## src/rtl/calc_rpn_engine_if.sv

```systemverilog
// rtl/calc_rpn_engine_if.sv - keypad command strobe and display/status bundle for calc_rpn_engine
interface calc_rpn_engine_if #(
    parameter int NUM_DIGITS = 8,
    parameter int VALUE_W    = 27
);
    logic [3:0]                 cmd;
    logic                       cmd_valid;
    logic [NUM_DIGITS-1:0][6:0] displays;
    logic [1:0]                 status;
    logic [VALUE_W-1:0]         digits;

    modport master (
        output cmd, cmd_valid,
        input  displays, status, digits
    );

    modport slave (
        input  cmd, cmd_valid,
        output displays, status, digits
    );
endinterface

```

## src/rtl/calc_rpn_engine.sv

```systemverilog
// rtl/calc_rpn_engine.sv - two-operand keypad calculator, shift-add multiply, double-dabble display
// Optional negative subtraction results: define CALC_NEG_RESULT_EN.
module calc_rpn_engine #(
    parameter int NUM_DIGITS = 8,
    parameter int VALUE_W    = 27
) (
    input  logic             clock,
    input  logic             reset,
    calc_rpn_engine_if.slave bus
);
    localparam int CW = $clog2(NUM_DIGITS + 1);
    localparam int KW = $clog2(VALUE_W + 1);
    localparam int PW = 2 * VALUE_W;
    localparam int BW = 4 * NUM_DIGITS;

    function automatic logic [PW-1:0] pow10_minus1(input int n);
        logic [PW-1:0] p;
        p = 1;
        for (int i = 0; i < n; i++) p = p * 10;
        return p - 1;
    endfunction

    localparam logic [PW-1:0] MAX_VAL = pow10_minus1(NUM_DIGITS);
`ifdef CALC_NEG_RESULT_EN
    localparam logic [PW-1:0] MAX_NEG = pow10_minus1(NUM_DIGITS - 1);
`endif

    localparam logic [3:0] CMD_ADD  = 4'hA;
    localparam logic [3:0] CMD_MUL  = 4'hC;
    localparam logic [3:0] CMD_BKSP = 4'hD;
    localparam logic [3:0] CMD_EQ   = 4'hE;
    localparam logic [3:0] CMD_CLR  = 4'hF;

    // op holds the low two bits of the operator command
    localparam logic [1:0] OP_ADD = 2'b10;
    localparam logic [1:0] OP_SUB = 2'b11;

    localparam logic [6:0] SEG_BLANK = 7'h7F;
    localparam logic [6:0] SEG_MINUS = 7'h3F;
    localparam logic [NUM_DIGITS-1:0][6:0] DISP_ZERO = {{(NUM_DIGITS-1){SEG_BLANK}}, 7'h40};
    localparam logic [NUM_DIGITS-1:0][6:0] DISP_ERR  = {{(NUM_DIGITS-1){SEG_BLANK}}, 7'h06};

    typedef enum logic [2:0] {
        ST_ENTRY_A,
        ST_ENTRY_B,
        ST_CALC,
        ST_RESULT,
        ST_ERROR
    } state_t;

    state_t                     state, state_n;
    logic [VALUE_W-1:0]         a, a_n, b, b_n, cur;
    logic [1:0]                 op, op_n;
    logic [CW-1:0]              cnt, cnt_n;
    logic                       neg, neg_n;

    logic [PW-1:0]              prod, mcand, mul_sum, res;
    logic [VALUE_W-1:0]         mplier;
    logic [KW-1:0]              mcnt;
    logic                       done, res_ok, res_neg;

    logic                       conv_pend, conv_busy, conv_neg;
    logic [KW-1:0]              conv_cnt;
    logic [VALUE_W-1:0]         conv_bin;
    logic [BW-1:0]              conv_bcd, bcd_adj;
    logic [NUM_DIGITS-1:0][6:0] disp, seg_n;
    logic [VALUE_W-1:0]         digits_r, shown_c, shown_n;
    logic                       busy, accept, clr, err_entry, chg, lead;
    logic [3:0]                 dig;

    function automatic logic [6:0] seg_of(input logic [3:0] d);
        case (d)
            4'd0: return 7'h40;
            4'd1: return 7'h79;
            4'd2: return 7'h24;
            4'd3: return 7'h30;
            4'd4: return 7'h19;
            4'd5: return 7'h12;
            4'd6: return 7'h02;
            4'd7: return 7'h78;
            4'd8: return 7'h00;
            4'd9: return 7'h10;
            default: return SEG_BLANK;
        endcase
    endfunction

    // CALC keeps whatever was on screen so the display does not flicker to an operand
    function automatic logic [VALUE_W-1:0] shown_of(input state_t s, input logic [VALUE_W-1:0] va,
                                                    input logic [VALUE_W-1:0] vb,
                                                    input logic [VALUE_W-1:0] hold);
        case (s)
            ST_ENTRY_B: return vb;
            ST_ERROR:   return '0;
            ST_CALC:    return hold;
            default:    return va;
        endcase
    endfunction

    assign busy   = (state == ST_CALC) || conv_pend || conv_busy;
    assign accept = bus.cmd_valid && !busy;

    always_comb begin
        state_n   = state;
        a_n       = a;
        b_n       = b;
        op_n      = op;
        cnt_n     = cnt;
        neg_n     = neg;
        clr       = 1'b0;
        err_entry = 1'b0;
        cur       = (state == ST_ENTRY_B) ? b : a;
        mul_sum   = prod + (mplier[0] ? mcand : '0);
        res       = '0;
        res_ok    = 1'b0;
        res_neg   = 1'b0;
        done      = 1'b0;

        if (state == ST_CALC) begin
            case (op)
                OP_ADD: begin
                    done   = 1'b1;
                    res    = {{VALUE_W{1'b0}}, a} + {{VALUE_W{1'b0}}, b};
                    res_ok = (res <= MAX_VAL);
                end
                OP_SUB: begin
                    done = 1'b1;
                    if (b <= a) begin
                        res    = {{VALUE_W{1'b0}}, a - b};
                        res_ok = 1'b1;
                    end
`ifdef CALC_NEG_RESULT_EN
                    else begin
                        res     = {{VALUE_W{1'b0}}, b - a};
                        res_neg = 1'b1;
                        res_ok  = (res <= MAX_NEG);
                    end
`endif
                end
                default: begin
                    done   = (mcnt == KW'(VALUE_W - 1));
                    res    = mul_sum;
                    res_ok = (res <= MAX_VAL);
                end
            endcase
            if (neg) res_ok = 1'b0;
        end

        if (accept && bus.cmd == CMD_CLR) begin
            clr     = 1'b1;
            state_n = ST_ENTRY_A;
            a_n     = '0;
            b_n     = '0;
            op_n    = '0;
            cnt_n   = '0;
            neg_n   = 1'b0;
        end else if (state == ST_CALC) begin
            if (done) begin
                if (res_ok) begin
                    a_n     = res[VALUE_W-1:0];
                    neg_n   = res_neg;
                    state_n = ST_RESULT;
                end else begin
                    state_n   = ST_ERROR;
                    err_entry = 1'b1;
                end
            end
        end else if (accept) begin
            case (state)
                ST_ENTRY_A, ST_ENTRY_B: begin
                    if (bus.cmd <= 4'd9) begin
                        if (cnt != CW'(NUM_DIGITS)) begin
                            if (state == ST_ENTRY_B) b_n = cur * VALUE_W'(10) + VALUE_W'(bus.cmd);
                            else                     a_n = cur * VALUE_W'(10) + VALUE_W'(bus.cmd);
                            if (!(bus.cmd == 4'd0 && cur == '0)) cnt_n = cnt + CW'(1);
                        end
                    end else if (bus.cmd == CMD_BKSP) begin
                        if (state == ST_ENTRY_B) b_n = b / VALUE_W'(10);
                        else                     a_n = a / VALUE_W'(10);
                        if (cnt != '0) cnt_n = cnt - CW'(1);
                    end else if (bus.cmd == CMD_EQ) begin
                        if (state == ST_ENTRY_B) state_n = ST_CALC;
                    end else if (state == ST_ENTRY_A) begin
                        op_n    = bus.cmd[1:0];
                        b_n     = '0;
                        cnt_n   = '0;
                        state_n = ST_ENTRY_B;
                    end else if (cnt == '0) begin
                        op_n = bus.cmd[1:0];
                    end
                end
                ST_RESULT: begin
                    if (bus.cmd <= 4'd9) begin
                        state_n = ST_ENTRY_A;
                        a_n     = VALUE_W'(bus.cmd);
                        cnt_n   = (bus.cmd != 4'd0) ? CW'(1) : CW'(0);
                        neg_n   = 1'b0;
                    end else if (bus.cmd == CMD_EQ) begin
                        state_n = ST_CALC;
                    end else if (bus.cmd >= CMD_ADD && bus.cmd <= CMD_MUL) begin
                        op_n    = bus.cmd[1:0];
                        b_n     = '0;
                        cnt_n   = '0;
                        state_n = ST_ENTRY_B;
                    end
                end
                default: ;
            endcase
        end

        shown_c = shown_of(state, a, b, digits_r);
        shown_n = shown_of(state_n, a_n, b_n, digits_r);
        chg     = !clr && (state_n != ST_ERROR) && (state_n != ST_CALC) &&
                  ((shown_n != shown_c) || (neg_n != neg));
    end

    always_ff @(posedge clock or posedge reset) begin
        if (reset) begin
            state <= ST_ENTRY_A;
            a     <= '0;
            b     <= '0;
            op    <= '0;
            cnt   <= '0;
            neg   <= 1'b0;
        end else begin
            state <= state_n;
            a     <= a_n;
            b     <= b_n;
            op    <= op_n;
            cnt   <= cnt_n;
            neg   <= neg_n;
        end
    end

    // Multiplier operands track A/B outside CALC so they are ready on the first CALC cycle
    always_ff @(posedge clock or posedge reset) begin
        if (reset) begin
            prod   <= '0;
            mcand  <= '0;
            mplier <= '0;
            mcnt   <= '0;
        end else if (state != ST_CALC) begin
            prod   <= '0;
            mcand  <= {{VALUE_W{1'b0}}, a};
            mplier <= b;
            mcnt   <= '0;
        end else begin
            prod   <= mul_sum;
            mcand  <= mcand << 1;
            mplier <= mplier >> 1;
            mcnt   <= mcnt + KW'(1);
        end
    end

    always_comb begin
        bcd_adj = conv_bcd;
        for (int i = 0; i < NUM_DIGITS; i++) begin
            if (conv_bcd[4*i +: 4] >= 4'd5) bcd_adj[4*i +: 4] = conv_bcd[4*i +: 4] + 4'd3;
        end
        seg_n = {NUM_DIGITS{SEG_BLANK}};
        lead  = 1'b1;
        dig   = '0;
        for (int i = NUM_DIGITS - 1; i >= 0; i--) begin
            dig = conv_bcd[4*i +: 4];
            if (lead && dig == 4'd0 && i != 0) begin
                seg_n[i] = SEG_BLANK;
            end else begin
                lead     = 1'b0;
                seg_n[i] = seg_of(dig);
            end
        end
        if (conv_neg) seg_n[NUM_DIGITS-1] = SEG_MINUS;
    end

    // A change is marked pending for one cycle, giving the digit-to-display latency of VALUE_W+2
    always_ff @(posedge clock or posedge reset) begin
        if (reset) begin
            conv_pend <= 1'b0;
            conv_busy <= 1'b0;
            conv_cnt  <= '0;
            conv_bin  <= '0;
            conv_bcd  <= '0;
            conv_neg  <= 1'b0;
            disp      <= DISP_ZERO;
            digits_r  <= '0;
        end else if (clr) begin
            conv_pend <= 1'b0;
            conv_busy <= 1'b0;
            disp      <= DISP_ZERO;
            digits_r  <= '0;
        end else if (err_entry) begin
            disp      <= DISP_ERR;
            digits_r  <= '0;
        end else begin
            digits_r <= shown_c;
            if (conv_pend) begin
                conv_pend <= 1'b0;
                conv_busy <= 1'b1;
                conv_cnt  <= '0;
                conv_bin  <= shown_c;
                conv_bcd  <= '0;
                conv_neg  <= neg;
            end else if (conv_busy) begin
                if (conv_cnt == KW'(VALUE_W)) begin
                    disp      <= seg_n;
                    conv_busy <= 1'b0;
                end else begin
                    conv_bcd <= {bcd_adj[BW-2:0], conv_bin[VALUE_W-1]};
                    conv_bin <= conv_bin << 1;
                    conv_cnt <= conv_cnt + KW'(1);
                end
            end else if (chg) begin
                conv_pend <= 1'b1;
            end
        end
    end

    always_comb begin
        if (busy) begin
            bus.status = 2'b01;
        end else begin
            case (state)
                ST_RESULT: bus.status = 2'b10;
                ST_ERROR:  bus.status = 2'b11;
                default:   bus.status = 2'b00;
            endcase
        end
    end

    assign bus.displays = disp;
    assign bus.digits   = digits_r;
endmodule

```

## src/flat_wrapper.sv

```systemverilog
// flat-port wrapper written by rule: the top's interface ports become plain ports
module calc_rpn_engine_flat 
#(
    parameter int NUM_DIGITS = 8,
    parameter int VALUE_W    = 27
)
  (clock, reset, bus_cmd, bus_cmd_valid, bus_displays, bus_status, bus_digits);
  calc_rpn_engine_if #(.NUM_DIGITS(NUM_DIGITS), .VALUE_W(VALUE_W)) bus_i ();
  input  logic clock;
  input  logic reset;
  input wire logic [$bits(bus_i.cmd)-1:0] bus_cmd;
  input wire logic [$bits(bus_i.cmd_valid)-1:0] bus_cmd_valid;
  output wire logic [$bits(bus_i.displays)-1:0] bus_displays;
  output wire logic [$bits(bus_i.status)-1:0] bus_status;
  output wire logic [$bits(bus_i.digits)-1:0] bus_digits;
  assign bus_i.cmd = bus_cmd;
  assign bus_i.cmd_valid = bus_cmd_valid;
  assign bus_displays = bus_i.displays;
  assign bus_status = bus_i.status;
  assign bus_digits = bus_i.digits;
  calc_rpn_engine #(.NUM_DIGITS(NUM_DIGITS), .VALUE_W(VALUE_W)) u_core (.clock(clock), .reset(reset), .bus(bus_i));
endmodule
```

## config.mk

```make
export PLATFORM = sky130hd
export DESIGN_NAME = calc_rpn_engine_flat
export DESIGN_NICKNAME = d
export VERILOG_FILES = /design/src/rtl/calc_rpn_engine_if.sv /design/src/rtl/calc_rpn_engine.sv /design/src/flat_wrapper.sv
export SDC_FILE = /design/constraint.sdc
export NUM_CORES = 2
export LEC_CHECK = 0
export BUFFER_PORTS_ARGS = -buffer_cell sky130_fd_sc_hd__buf_2
export CAP_MARGIN = 25
export CORE_UTILIZATION = 45
export DETAILED_ROUTE_END_ITERATION = 8
export PLACE_DENSITY = 0.67
export REMOVE_ABC_BUFFERS = 1
export SETUP_SLACK_MARGIN = 0.05
export SYNTH_ARGS = -nofsm -noshare
export SYNTH_HDL_FRONTEND = slang
export SYNTH_SLANG_ARGS = --single-unit
```

## constraint.sdc

```tcl
create_clock -name clock -period 20.5 [get_ports clock]
set_clock_uncertainty 0.15 [all_clocks]
set_input_delay 3.075 -clock clock [delete_from_list [all_inputs] [get_ports clock]]
set_output_delay 3.075 -clock clock [all_outputs]
set_load 0.05 [all_outputs]
```

# Word-level counts from Yosys, hierarchy flattened
# Memory sizes are Yosys's and may differ from the RTL's.
# Index checks and enable logic that the tools add are counted.
# word_totals
regBits	354
latchBits	0
mem_bits_rw	0
romBits	896
inputBits	7
output_inout_bits	85
elab_cells	294
mem_count	8
# memory_table
memory	words	width	read_ports	rd_clocked_by_memory_dff	write_ports	line_no	text
(no name shown)	16	7	1	0	0	calc_rpn_engine.sv:72	case (d)
(no name shown)	16	7	1	0	0	calc_rpn_engine.sv:72	
(no name shown)	16	7	1	0	0	calc_rpn_engine.sv:72	
(no name shown)	16	7	1	0	0	calc_rpn_engine.sv:72	
(no name shown)	16	7	1	0	0	calc_rpn_engine.sv:72	
(no name shown)	16	7	1	0	0	calc_rpn_engine.sv:72	
2 more memories	--	--	--	--	--	--	
# classes
add_sub_neg	16
multipliers	1
div	2
n_lt_le_gt_ge	14
n_eq_ne	38
n_shift	0
mux	145
n_bitwise	2
n_reduce_logical	43
# op_table
operator	n
two-way mux 27 bit	32
two-way mux 56 bit	5
two-way mux 54 bit	3
case mux 27 bit (2 select lines)	3
case mux 27 bit (3 select lines)	2
two-way mux 32 bit	3
two-way mux 4 bit	20
two-way mux 7 bit	8
adder 54 bit	1
divider 27 x 4 -> 27 bit (second input constant)	2
<= comparator 54 x 27 -> 1 bit (second input constant)	1
two-way mux 3 bit	14
zero test 4 bit	9
two-way mux 1 bit	34
>= comparator 4 x 3 -> 1 bit (second input constant)	8
adder 27 x 27 -> 28 bit	1
adder 4 x 2 -> 4 bit (second input constant)	7
<= comparator 28 x 27 -> 1 bit (second input constant)	1
adder 27 x 4 -> 27 bit	1
<= comparator 27 bit	1
zero test 27 bit	1
multiplier 27 x 3 -> 26 bit (second input constant)	1
!= test 27 bit	1
subtractor 27 bit	1
43 further kinds	101

# Logic depth before layout (Yosys ltp)
# depth
ltp_word	20
depth_mapped	49
ltp_nobuf	46

# Least setup slack after synthesis
# Ideal clock, no wire load.
# synth_path
path_kind	register -> register
startpoint	reg u_core.b[6]
endpoint	reg u_core.conv_pend
setup_ns	0.144
arrival_time_ns	9.858
t_required_ns	20.206
setup_slack_ns	10.348
path_stages_with_launch	41
path_buffers	3
synth_period_minus_slack_ns	10.152
path_cell_list	dfrtp_1 buf_2 nor4_1 nand4b_1 nor3_2 a41oi_1 o32ai_2 or3_1 buf_2 a21oi_1 o31a_1 o41a_1 o2bb2ai_1 o31ai_1 nand3_1 a21oi_1 mux2_2 or4_1 [5 not listed] a211o_1 o2111ai_2 o31ai_1 a32o_1 a2111oi_4 maj3_2 a211o_1 o21ai_2 maj3_2 a221oi_4 mux2i_2 mux2i_1 a2111o_1 o211ai_1 and4_1 a211oi_2 xnor2_1 a41oi_2
# synth_between
elab_chain_len	19
word_cells_on_any_way	68
classes_between	add/sub (3); mul (1); div (1); order compare (2); eq/ne (8); mux (49); reduce/logical (4)
# synth_rtl
item	line_no	text
from (decl)	calc_rpn_engine.sv:52	logic [VALUE_W-1:0] a, a_n, b, b_n, cur;
from (signal assigned)	calc_rpn_engine.sv:227	b <= b_n;
branches (longest 19 deep; another with divider 27 x 4 -> 27 bit)	--	
to (signal assigned)	calc_rpn_engine.sv:286	conv_pend <= 1'b0;
to (signal assigned)	calc_rpn_engine.sv:296	conv_pend <= 1'b0;
to (signal assigned)	calc_rpn_engine.sv:312	conv_pend <= 1'b1;
to (decl)	calc_rpn_engine.sv:62	logic conv_pend, conv_busy, conv_neg;
# Several ways; the timed one is not identified. The select of a mux whose other input is x is not followed.
# A chain may end at the register's enable or synchronous reset.

# Final worst setup path
# layout_path
startpoint	reg u_core.b[5]
endpoint	reg u_core.conv_pend
# The elaborated chain is that of the path after synthesis.

==> impl_results.md <==
* Top cell type's share of synthesized area at a little over a fifth
* Count of input and output buffers at between 90 and 100
* CTS sink count at 354
* First-pass DRT Iterations at 9
* Initial Utilization at a little under half
* Num CTS Buffers at 46
* TritonCTS clock tree: built
* Total length of routed wires at 129 mm
* Clock insertion delay at the later pin of the skew report at 0.62 ns
* Number of synthesized flops with an enable pin at 0
* Overall die width at approximately 280 µm
* Buffer levels on the longest clock path at 3
* Max-capacitance violation count at 0
* Gate count after technology mapping at 4633
* Last weighted congestion value of the routability-driven placer at 1.05
* Post-route ant nets at 0
* Number of nets in the final layout at about 4700
* Post-cts hold buffer count at 0
* Startpoint of the tightest hold check path: u_core.mplier[13]
* Crit path max-delay cell type: a2111oi_4
* Adder and majority cell fraction of the synthesized area at 7.72%
* Worst path most repeated cell: nor3_1
* Hold/Removal Path Class: flip-flop to flip-flop
* Crit path buf inv count at 1
* Cell at the root of the clock tree: clkbuf_16
* Number of resized instances in the post-cts repair step at 0
* RSZ-0062 raised after global routing: false
* Pin count of the biggest net entering global routing at 110
* Slew @ Worst Pin at 1.12 ns
* Setup slack after layout at approximately 6.9 ns
* Maximum frequency from static timing analysis at 73.6 MHz
* First-iteration detailed-routing DRC count at 4979
* Crit Path Max Fanout at 25
* Core region area at 77500 µm²
* Final Max Tran Viols at 0
* Worst Setup SP: u_core.b[5]
* Number of antenna violations at the first check in global routing at 7
* Die Height at 282 µm
* Cell row count at about 100
* Total negative slack for setup checks at 0 ns
* Sum of net half-perimeters after detailed placement at approximately 92 mm
* Fraction of synthesis flops using an asynchronous set or reset pin at 100%
* Worst path depth at 38
* Mapped cell area at between 30000 and 40000 µm²
* FF-to-FF path depth at 38
* Critical path type: flip-flop to flip-flop
* Signed area change from the synthesized netlist to the final layout at 7.26%
* Multiplexer share of the synthesized area at 1.82%
* Number of global-route vias before repair at 33253
* Ratio of cells with drive above 1 in the final layout at 10.3%
* Compound-cell area share of the yosys netlist at between 30% and 40%
* Worst-path clk slew at 0.06 ns
* Yosys warning total at 0
* Post-route core utilization at 48.8%
* Required time of the critical path at 20.82 ns
* Post-route minimum period at roughly 14 ns
* Cell type with the highest aggregate area in the netlist: dfrtp_1
* Most common flop cell mapped by yosys: dfrtp_1
* Count of distinct cell types in the synthesized netlist at 136
* Count of endpoints failing hold in the final timing report at 0
* Worst path top cell family by delay: compound AO/OA/AOI/OAI gates
* Critical Path End: u_core.conv_pend
* Setup-failing EPs final at 0
* Congestion Overflow GR at 0
* Nature of the critical path startpoint: flip-flop
* Average cell area after synthesis at about 7.6 µm²
* Flop2flop setup slack at about 7 ns
* Top area cells in the synthesized netlist: dfrtp_1 22%, ha_1 7.2%, a21oi_1 5.9%
* IO Count at 92
* Die outline area at 79500 µm²
* Post-synthesis sequential element count at 354
* Via count normalized by instance count at 6.54
* Delay contributed by the slowest stage of the critical path at between 0.9 and 1 ns
* Crit path arrival time at 13.91 ns
* CP Capture Type: flip-flop
* Count of unresolved DRC violations after routing at 1
* Overall Global Routing Usage at a little under a third
* First-pass GRT wire length at 197 mm
* Fin crit share at about two thirds
* Buffers inserted during post-CTS setup optimization at 0
* Routed len/inst at 23.0 µm
* Normalized max-slew margin at about 25%
* R2R Path End: u_core.conv_pend
* Violations in the final reports: DRC
* Status: finished with violations
* Post-placement setup slack at 7.39 ns
* Reg2Reg Launch Point: u_core.b[5]
* Total via count in the routed design at 36576
* Portion of the post-synthesis area used by sequential elements at 25.3%
* Fraction of synthesized cell area in xor and xnor cells at under 10%
* Simple-gate area share of the yosys netlist at 21.5%
* Htree depth at 2
* Combinational family with the most area after synthesis: compound AO/OA/AOI/OAI gates
==> metal layers <==
layer	GRT usage [%]	share of wire, %	vias to the layer above
li1	-	-	16845
met1	44.0	43	17444
met2	45.8	42	1890
met3	7.26	10	389
met4	14.0	4.8	8
met5	0	0.043	-
==> placed cells by master, fill, tap and decap left out, drive strengths merged, types with 39 or more instances in the layout <==
cell type and instances:
o31ai 43, dfrtp 304, buf 180, a21oi 420, a211oi 65, nor2 447, and2 138, xor2 57
ha 202, clkbuf 62, o211ai 66, nand2b 39, o22ai 71, a21o 64, inv 179, dfstp 50
o21ai 424, and3 39, a31oi 59, nand3 119, nand4 39, mux2i 52, nand2 444, nor4 43
nor3 110, xnor2 142
==> synthesized netlist by cell type, drive strengths merged (52+ instances only) <==
| cell | n |
|---|---|
| a211oi | 65 |
| a21o | 64 |
| a21oi | 420 |
| a31oi | 59 |
| and2 | 138 |
| buf | 72 |
| clkbuf | 274 |
| dfrtp | 304 |
| ha | 202 |
| inv | 176 |
| mux2i | 52 |
| nand2 | 444 |
| nand3 | 119 |
| nor2 | 447 |
| nor3 | 110 |
| o211ai | 66 |
| o21ai | 424 |
| o22ai | 71 |
| xnor2 | 142 |
| xor2 | 57 |
==> cells by family after synthesis <==
kind of cell | count (synthesis)
xor gates and xnor gates | 199
and+or+nand+nor | 1568
adders and majority gates | 216
buffers and inverters | 535
AOI/OAI and AO/OA | 1699
DFF | 354
muxes | 62
==> flip-flops by register name, summed over array words and instances, names as in the netlist, 27 cells and up <==
register,count
u_core.bus.displays,56
u_core.mcand,54
u_core.prod,54
u_core.conv_bcd,32
u_core.a,27
u_core.b,27
u_core.bus.digits,27
u_core.conv_bin,27
u_core.mplier,27
==> final cells by class <==
| cell class | count | area [µm²] |
|---|---|---|
| inverters | 189 | 717 |
| clock buffers | 62 | 1260 |
| fillers | 7668 | 39700 |
| multi-input cells | 3744 | 24300 |
| well taps | 1040 | 1300 |
| repair buffers | 180 | 1120 |
| diodes | 4 | 10.0 |
| clock inverters | 22 | 196 |
| flip-flops and latches | 354 | 8920 |
==> through the flow <==
stage | instances | area, µm² | hold slack [ns]
after floorplan | 4287 | 33800 | 0.264
after global placement | 5505 | 36300 | 0.278
after detailed placement | 5507 | 36300 | 0.290
after CTS | 5591 | 37800 | 0.301
after global routing | 5592 | 37800 | 0.310
final | 5595 | 37800 | 0.298
==> worst min-delay path by stage <==
stage | endpoint | slack, ns | cells after the start
2_1_floorplan | u_core.mplier[0] | 0.26 | 2
3_3_place_gp | u_core.mplier[0] | 0.28 | 2
3_5_place_dp | u_core.mplier[25] | 0.29 | 2
4_1_cts | u_core.mplier[25] | 0.30 | 2
5_1_grt | u_core.mplier[0] | 0.31 | 2
6_report | u_core.mplier[12] | 0.30 | 2
==> worst min-delay path: cells and delay by family, from the launching register on <==
| family | cells | cell delay, ns |
|---|---|---|
| and+or+nand+nor | 1 | 0.04 |
| DFF | 1 | 0.32 |
| AOI/OAI and AO/OA | 1 | 0.06 |
Power is left out: the tool's default activity adds up to more than one toggle a clock period on the data nets, which glitch-free logic cannot reach.
